==> src/rtl/regfile_param.sv <==
// Two-read/one-write register file with per-entry pending flags and a
// sequenced bulk clear. Optional write-to-read bypass: REGFILE_BYPASS_EN.
module regfile_param #(
    parameter int DATA_W = 32,
    parameter int ADDR_W = 5
) (
    input  logic              clk,
    input  logic              rst,
    input  logic              we,
    input  logic [ADDR_W-1:0] waddr,
    input  logic [DATA_W-1:0] wdata,
    input  logic [ADDR_W-1:0] raddr1,
    input  logic [ADDR_W-1:0] raddr2,
    output logic [DATA_W-1:0] rdata1,
    output logic [DATA_W-1:0] rdata2,
    input  logic              issue_valid,
    input  logic [ADDR_W-1:0] issue_addr,
    output logic              busy1,
    output logic              busy2,
    input  logic              clr_req,
    output logic              clr_busy,
    output logic              clr_done
);

    localparam int DEPTH = 2 ** ADDR_W;
    localparam logic [ADDR_W-1:0] LAST = ADDR_W'(DEPTH - 1);

    typedef enum logic {
        IDLE,
        CLEAR
    } state_t;

    state_t state;
    state_t stateNext;

    logic [DATA_W-1:0] regs [DEPTH];
    logic [DEPTH-1:0]  pending;
    logic [ADDR_W-1:0] clrCnt;
    logic              doneQ;

    logic inIdle;
    logic inClear;
    logic lastClr;
    logic wrEn;
    logic issueEn;
    logic bypass1;
    logic bypass2;

    assign inIdle  = (state == IDLE);
    assign inClear = (state == CLEAR);
    assign lastClr = inClear && (clrCnt == LAST);
    assign wrEn    = we && (waddr != '0) && inIdle;
    assign issueEn = issue_valid && (issue_addr != '0) && inIdle;

    // State register for the bulk-clear sequencer
    always_ff @(posedge clk or posedge rst) begin
        if (rst) begin
            state <= IDLE;
        end else begin
            state <= stateNext;
        end
    end

    // Next-state: start on a request in IDLE, return after the last entry
    always_comb begin
        stateNext = state;
        unique case (state)
            IDLE: begin
                if (clr_req) begin
                    stateNext = CLEAR;
                end
            end
            CLEAR: begin
                if (lastClr) begin
                    stateNext = IDLE;
                end
            end
            default: stateNext = IDLE;
        endcase
    end

    // Clear address counter and the completion pulse
    always_ff @(posedge clk or posedge rst) begin
        if (rst) begin
            clrCnt <= '0;
            doneQ  <= 1'b0;
        end else begin
            doneQ <= lastClr;
            if (inIdle && clr_req) begin
                clrCnt <= ADDR_W'(1);
            end else if (inClear) begin
                clrCnt <= clrCnt + ADDR_W'(1);
            end
        end
    end

    // Storage: clear walk, normal writes, then issue marks (issue wins)
    always_ff @(posedge clk or posedge rst) begin
        if (rst) begin
            for (int i = 0; i < DEPTH; i++) begin
                regs[i] <= '0;
            end
            pending <= '0;
        end else if (inClear) begin
            regs[clrCnt]    <= '0;
            pending[clrCnt] <= 1'b0;
        end else begin
            if (wrEn) begin
                regs[waddr]    <= wdata;
                pending[waddr] <= 1'b0;
            end
            if (issueEn) begin
                pending[issue_addr] <= 1'b1;
            end
        end
    end

`ifdef REGFILE_BYPASS_EN
    assign bypass1 = wrEn && (raddr1 == waddr);
    assign bypass2 = wrEn && (raddr2 == waddr);
`else
    assign bypass1 = 1'b0;
    assign bypass2 = 1'b0;
`endif

    // Combinational read ports; entry 0 is hardwired to zero and never busy
    always_comb begin
        rdata1 = '0;
        rdata2 = '0;
        busy1  = 1'b0;
        busy2  = 1'b0;
        if (raddr1 != '0) begin
            rdata1 = bypass1 ? wdata : regs[raddr1];
            busy1  = !bypass1 && pending[raddr1];
        end
        if (raddr2 != '0) begin
            rdata2 = bypass2 ? wdata : regs[raddr2];
            busy2  = !bypass2 && pending[raddr2];
        end
    end

    assign clr_busy = inClear;
    assign clr_done = doneQ;

endmodule

==> config.mk <==
export PLATFORM = sky130hd
export DESIGN_NAME = regfile_param
export DESIGN_NICKNAME = d
export VERILOG_FILES = /design/src/rtl/regfile_param.sv
export SDC_FILE = /design/constraint.sdc
export NUM_CORES = 2
export LEC_CHECK = 0
export CORE_AREA = 4 4 389 295
export CTS_CLUSTER_SIZE = 40
export DETAILED_ROUTE_END_ITERATION = 6
export DIE_AREA = 0 0 393 299
export GPL_ROUTABILITY_DRIVEN = 0
export PLACE_DENSITY = 0.75
export SLEW_MARGIN = 20
export SYNTH_ARGS = -nofsm -noshare
export SYNTH_HDL_FRONTEND = slang
export SYNTH_SLANG_ARGS = --single-unit
export TNS_END_PERCENT = 10
==> constraint.sdc <==
create_clock -name clk -period 45.5 [get_ports clk]
set_input_delay 6.825 -clock clk [delete_from_list [all_inputs] [get_ports clk]]
set_output_delay 6.825 -clock clk [all_outputs]
set_load 0.05 [all_outputs]
Word level (Yosys, flattened, before mapping) --
Index checks and enable logic that the tools add are counted.
Storage, ports and cells: register bits 1063, input bits 57, word-level logic and storage cells 117
Cells by class: $add $sub $neg 1, order comparisons 14, equal/unequal tests 1, multiplexer cells 36, bitwise operators 12, reduce and logical (&&, ||, !) cells 17
Operators by type and width (count):
- $mux 1024 | 2
- $and 1024x1024->1024 | 1
- $bwmux 1024 | 1
- $not 1024->1024 | 1
- $mux 32 | 12
- $bmux 32 s5 | 2
- $demux 32 s5 | 2
- $and 32x32->32 | 2
- $not 32->32 | 2
- $or 32x32->32 | 1
- $lt 5x6->1 const B | 5
- $ge 6x6->1 const B | 4
- $not 5->6 | 4
- $reduce_bool 5->1 | 4
- $demux 1 s5 | 3
- $ge 5x1->1 const B | 3
- $lt 6x1->1 const B | 2
- $logic_and 1x1->1 | 11
- $bmux 1 s5 | 2
- $mux 5 | 2
- $mux 1 | 9
- $add 5x1->5 const B | 1
- $eq 5x5->1 const B | 1
- $reduce_bool 2->1 | 2
- other kinds (2) | 2

Depth between registers and ports, before layout --
depth in word-level cells 11, depth in mapped cells 8, depth with buffers taken out 6

Worst setup path after synthesis --
OpenSTA, ideal clock, no wires.
path kind input-to-output, from input port raddr1[1], to output port rdata1[28], arrival time 9.315 ns, setup slack 29.360 ns, cell stages on the path 8, path buffers 4, path through buf_2 > buf_2 > buf_4 > nor2_1 > buf_2 > a221oi_1 > o21ai_0 > a311oi_1
Between the ends: longest elaborated chain between the ends 5, elaborated cells on any way between the ends 6, classes of those cells mux (4); bitwise (1); reduce/logical (1)
Ends and longest elaborated chain:
- start: declaration | line 12 | input logic [ADDR_W-1:0] raddr1,
- $not 5->6 (implied by the code) | line 133 | rdata1 = bypass1 ? wdata : regs[raddr1];
- $bmux 32 s5 | line 133
- $mux 32 (implied by the code) (2 in a row) | line 133
- $mux 32 (*) | line 132 | if (raddr1 != '0) begin
- end: declaration | line 14 | output logic [DATA_W-1:0] rdata1,
Mark *: on every way between the ends. The rest lies on a longest branch, timed or not. The select of a mux whose other input is x is not followed.

Worst setup path after layout --
from input port raddr1[1], to output port rdata1[12]
Same word-level chain as after synthesis.

==> impl_metrics.csv <==
group,metric,value,unit
status,status,"complete, but fails checks",
status,violations,"design-rule violations",
global_route,gr-usage-met3,20.21,%
setup_path,r2r_slack,41720,ps
placement,numPortBuffers,124,
synth,synth-seq-cells,1063,
routing,drc,1,
synth,synth_most_common_cell,"dfrtp_1",
routing,wirelength,216.1,mm
setup_path,crit_buf_inv,4,
power,p_leak,26.62,nW
setup_path,r2r_start,"clr_busy",
sta,max_clock_freq,0.05328,GHz
setup_path,crit_fanout,84,
setup_path,critical_path_arrival,11940,ps
floorplan,start_util,49.80,%
job,cap_violations,0,
synth,yosysSeqAreaShare,48.17,%
routing,wl_per_cell,39.47,um
finish,multiInputGateArea,0.02692,mm^2
finish,num-nets-final,3984,
setup_path,critical-path-top-delay-family,"buffers and inverters",
sta,setup_viol,0,
sta,fin_skew,43.15,ps
synth,yosys.area.top_type_share,48.17,%
synth,synth_nets,4122,
floorplan,die-area,0.1175,mm^2
cts,numCtsBuffers,107,
finish,stdcell_count,5475,
synth,synth_area,0.05522,mm^2
cts,insertion_delay,710,ps
cts,hold_buffers,0,
cts,cts-resized-gates,0,
global_route,use_met1,48.43,%
routing,viasPerCell,8.143,
routing,drt_iter0_markers,7681,
global_route,grt_max_degree,124,
floorplan,row_count,106,
global_route,antenna_found_initial,10,
finish,layout-drive-gt1-share,24.06,%
power,ir_drop,0.03522,mV
sta,max-slew-margin-rel,10.93,%
finish,seqCellArea,0.02660,mm^2
setup_path,end_kind,"output port",
sta,rsz0062_at_grt,"no",
synth,synth.distinct_cells,48,
synth,synth_common_cells,"dfrtp_1, a22o_1, mux4_2, clkbuf_1, buf_2",
hold_path,hp-class,"reg2reg",
global_route,first_global_vias,43920,
hold_path,hp-start,"regs[938]",
hold_path,holdPathStages,1,
setup_path,path_cells,"buf_8 > buf_4 > buf_4 > mux4_2 > nor2b_1 > a211oi_1 > a311oi_1 > clkdlybuf4s50_1",
power,p_per_area,41.90,mW/mm^2
sta,tightest_slew,1328,ps
global_route,grt_first_pass_wirelength,313.3,mm
global_route,grt_busiest_layer,"met1",
sta,setup_tns,0,ps
cts,cts_setup_buffers,0,
synth,yosysWarnings,0,
synth,synth_area_leaders,"dfrtp_1, mux4_2, a22o_1",
finish,final_cell_area,0.06172,mm^2
setup_path,slowest_stage,"a211oi_1",
sta,hold_viol,0,
routing,ant_nets,0,
setup_path,path_class,"in2out",
setup_path,path_common_cell,"buf_4",
cts,clk_pin_slew,60,ps
setup_path,slowest_delay,1100,ps
hold_path,hold_path_end,"regs[938]",
sta,post-route-period-util,41.25,%
cts,cts_tree,"yes",
floorplan,ios,125,
synth,synth_top_flop_cell,"dfrtp_1",
placement,hpwl,119.6,mm
finish,area_delta_synth_final,11.78,%
cts,clk_path_buf_depth,3,
synth,ys_async_sr_fraction,100.0,%
setup_path,reg2regPathDepth,6,
setup_path,cp-start-kind,"input port",
sta,final-max-slew-violation-count,0,
finish,nFillCells,8660,
synth,avgSynthCellArea,13.60,um^2
synth,synth_cells,4060,
placement,place_area,0.05790,mm^2
setup_path,cp.required,38670,ps
routing,vias,44580,
floorplan,die_h,299,um
global_route,grt_usage,36.42,%
synth,yosys.area.top_type,"dfrtp_1",
global_route,grt_overflow,0,
cts,cts.sinks,1063,
floorplan,core,0.1109,mm^2
setup_path,rr_endpoint,"pending[4]",
synth,synth_edf_count,0,
global_route,use_met2,46.97,%
sta,min_period,18770,ps
cts,clockRootBuffer,"clkbuf_16",
routing,firstDrtPassIters,7,
placement,dp_cells,5270,
floorplan,die_width,393,um
cts,htree_levels,3,
## cell type report
type                       instances  area share (%)
multi-input combinational       2454           43.62
sequential                      1063           43.10
clock buffer                     149           5.050
timing repair buffer             281           4.070
tap                             1458           2.956
clock inverter                    49           1.078
inverter                          15          0.1074
antenna                            6         0.02433
## worst max-delay path by stage
stage / startpoint / to / slack, ps / cells past startpoint
floorplan: rst / clrCnt[0] / 8750 / 1
global placement: raddr2[1] / rdata2[10] / 27000 / 8
detailed placement: raddr2[1] / rdata2[10] / 27010 / 8
CTS: raddr2[1] / rdata2[10] / 27020 / 8
global route: raddr1[1] / rdata1[14] / 26630 / 8
finish: raddr1[1] / rdata1[12] / 26730 / 8
## cells by family after synthesis
| family | Yosys count | synth area share (%) |
|---|---|---|
| compound gates | 1467 | 21.78 |
| flops | 1063 | 48.17 |
| simple gates | 319 | 3.172 |
| xor+xnor | 2 | 0.03173 |
| buf+inv | 543 | 4.133 |
| fa+ha+maj | 5 | 0.1133 |
| mux | 661 | 22.60 |
## state kept, by name (all words and copies together) (netlist names)
register and count:
regs 1024, clr_done 1, clrCnt 5, clr_busy 1, pending 32
## through the flow
stage | hold slack (ps) | worst slack (ps) | total power [W] | util, %
finish | 516.6 | 26730 | 0.002586 | 55.67
CTS | 517.9 | 27020 | 0.002557 | 55.63
floorplan | 476.9 | 8753 | 0.001414 | -
global route | 527.3 | 26630 | 0.002644 | 55.65
detailed placement | 495.8 | 27010 | 0.001611 | 52.22
global placement | 494.2 | 27000 | 0.001598 | 52.12
## layout by cell type, fill, tap and decap left out, drive strengths merged, types with 4 or more instances in the layout
cell type and n:
or3b 5, o2111ai 17, a22o 994, buf 170
a31oi 8, a311oi 66, mux2 66, nor3b 5
a22oi 88, a2bb2oi 7, mux4 462, o21ai 132
nor2b 105, nor3 14, clkdlybuf4s50 111, a21oi 37
nand2b 4, clkbuf 149, a211oi 66, diode 6
nor2 35, nand2 119, bufinv 13, a221oi 49
ha 5, nand3b 4, clkinv 31, inv 19
and2 8, mux2i 133, dfrtp 1063
## power breakdown
| part | total [W] | internal, W | switching [W] |
|---|---|---|---|
| Combinational | 0.000519 | 0.000189 | 0.000330 |
| Clock | 0.000960 | 0.000554 | 0.000407 |
| Sequential | 0.00111 | 0.00103 | 0.0000780 |
## per-layer routing
layer	vias up	share of wire (%)
met5	-	0.093
met4	17	6.8
met3	987	19
met2	4663	39
met1	22740	35
li1	16170	-
## worst reg2reg max path, delay by kind of cell, from the launching register on
| family | cells | cell delay [ps] |
|---|---|---|
| buffers and inverters | 2 | 900 |
| AO/OA/AOI/OAI | 2 | 260 |
| AND/OR/NAND/NOR | 2 | 2090 |
| flip-flops | 1 | 400 |
Note: power is estimated with default switching activity, not from simulation.
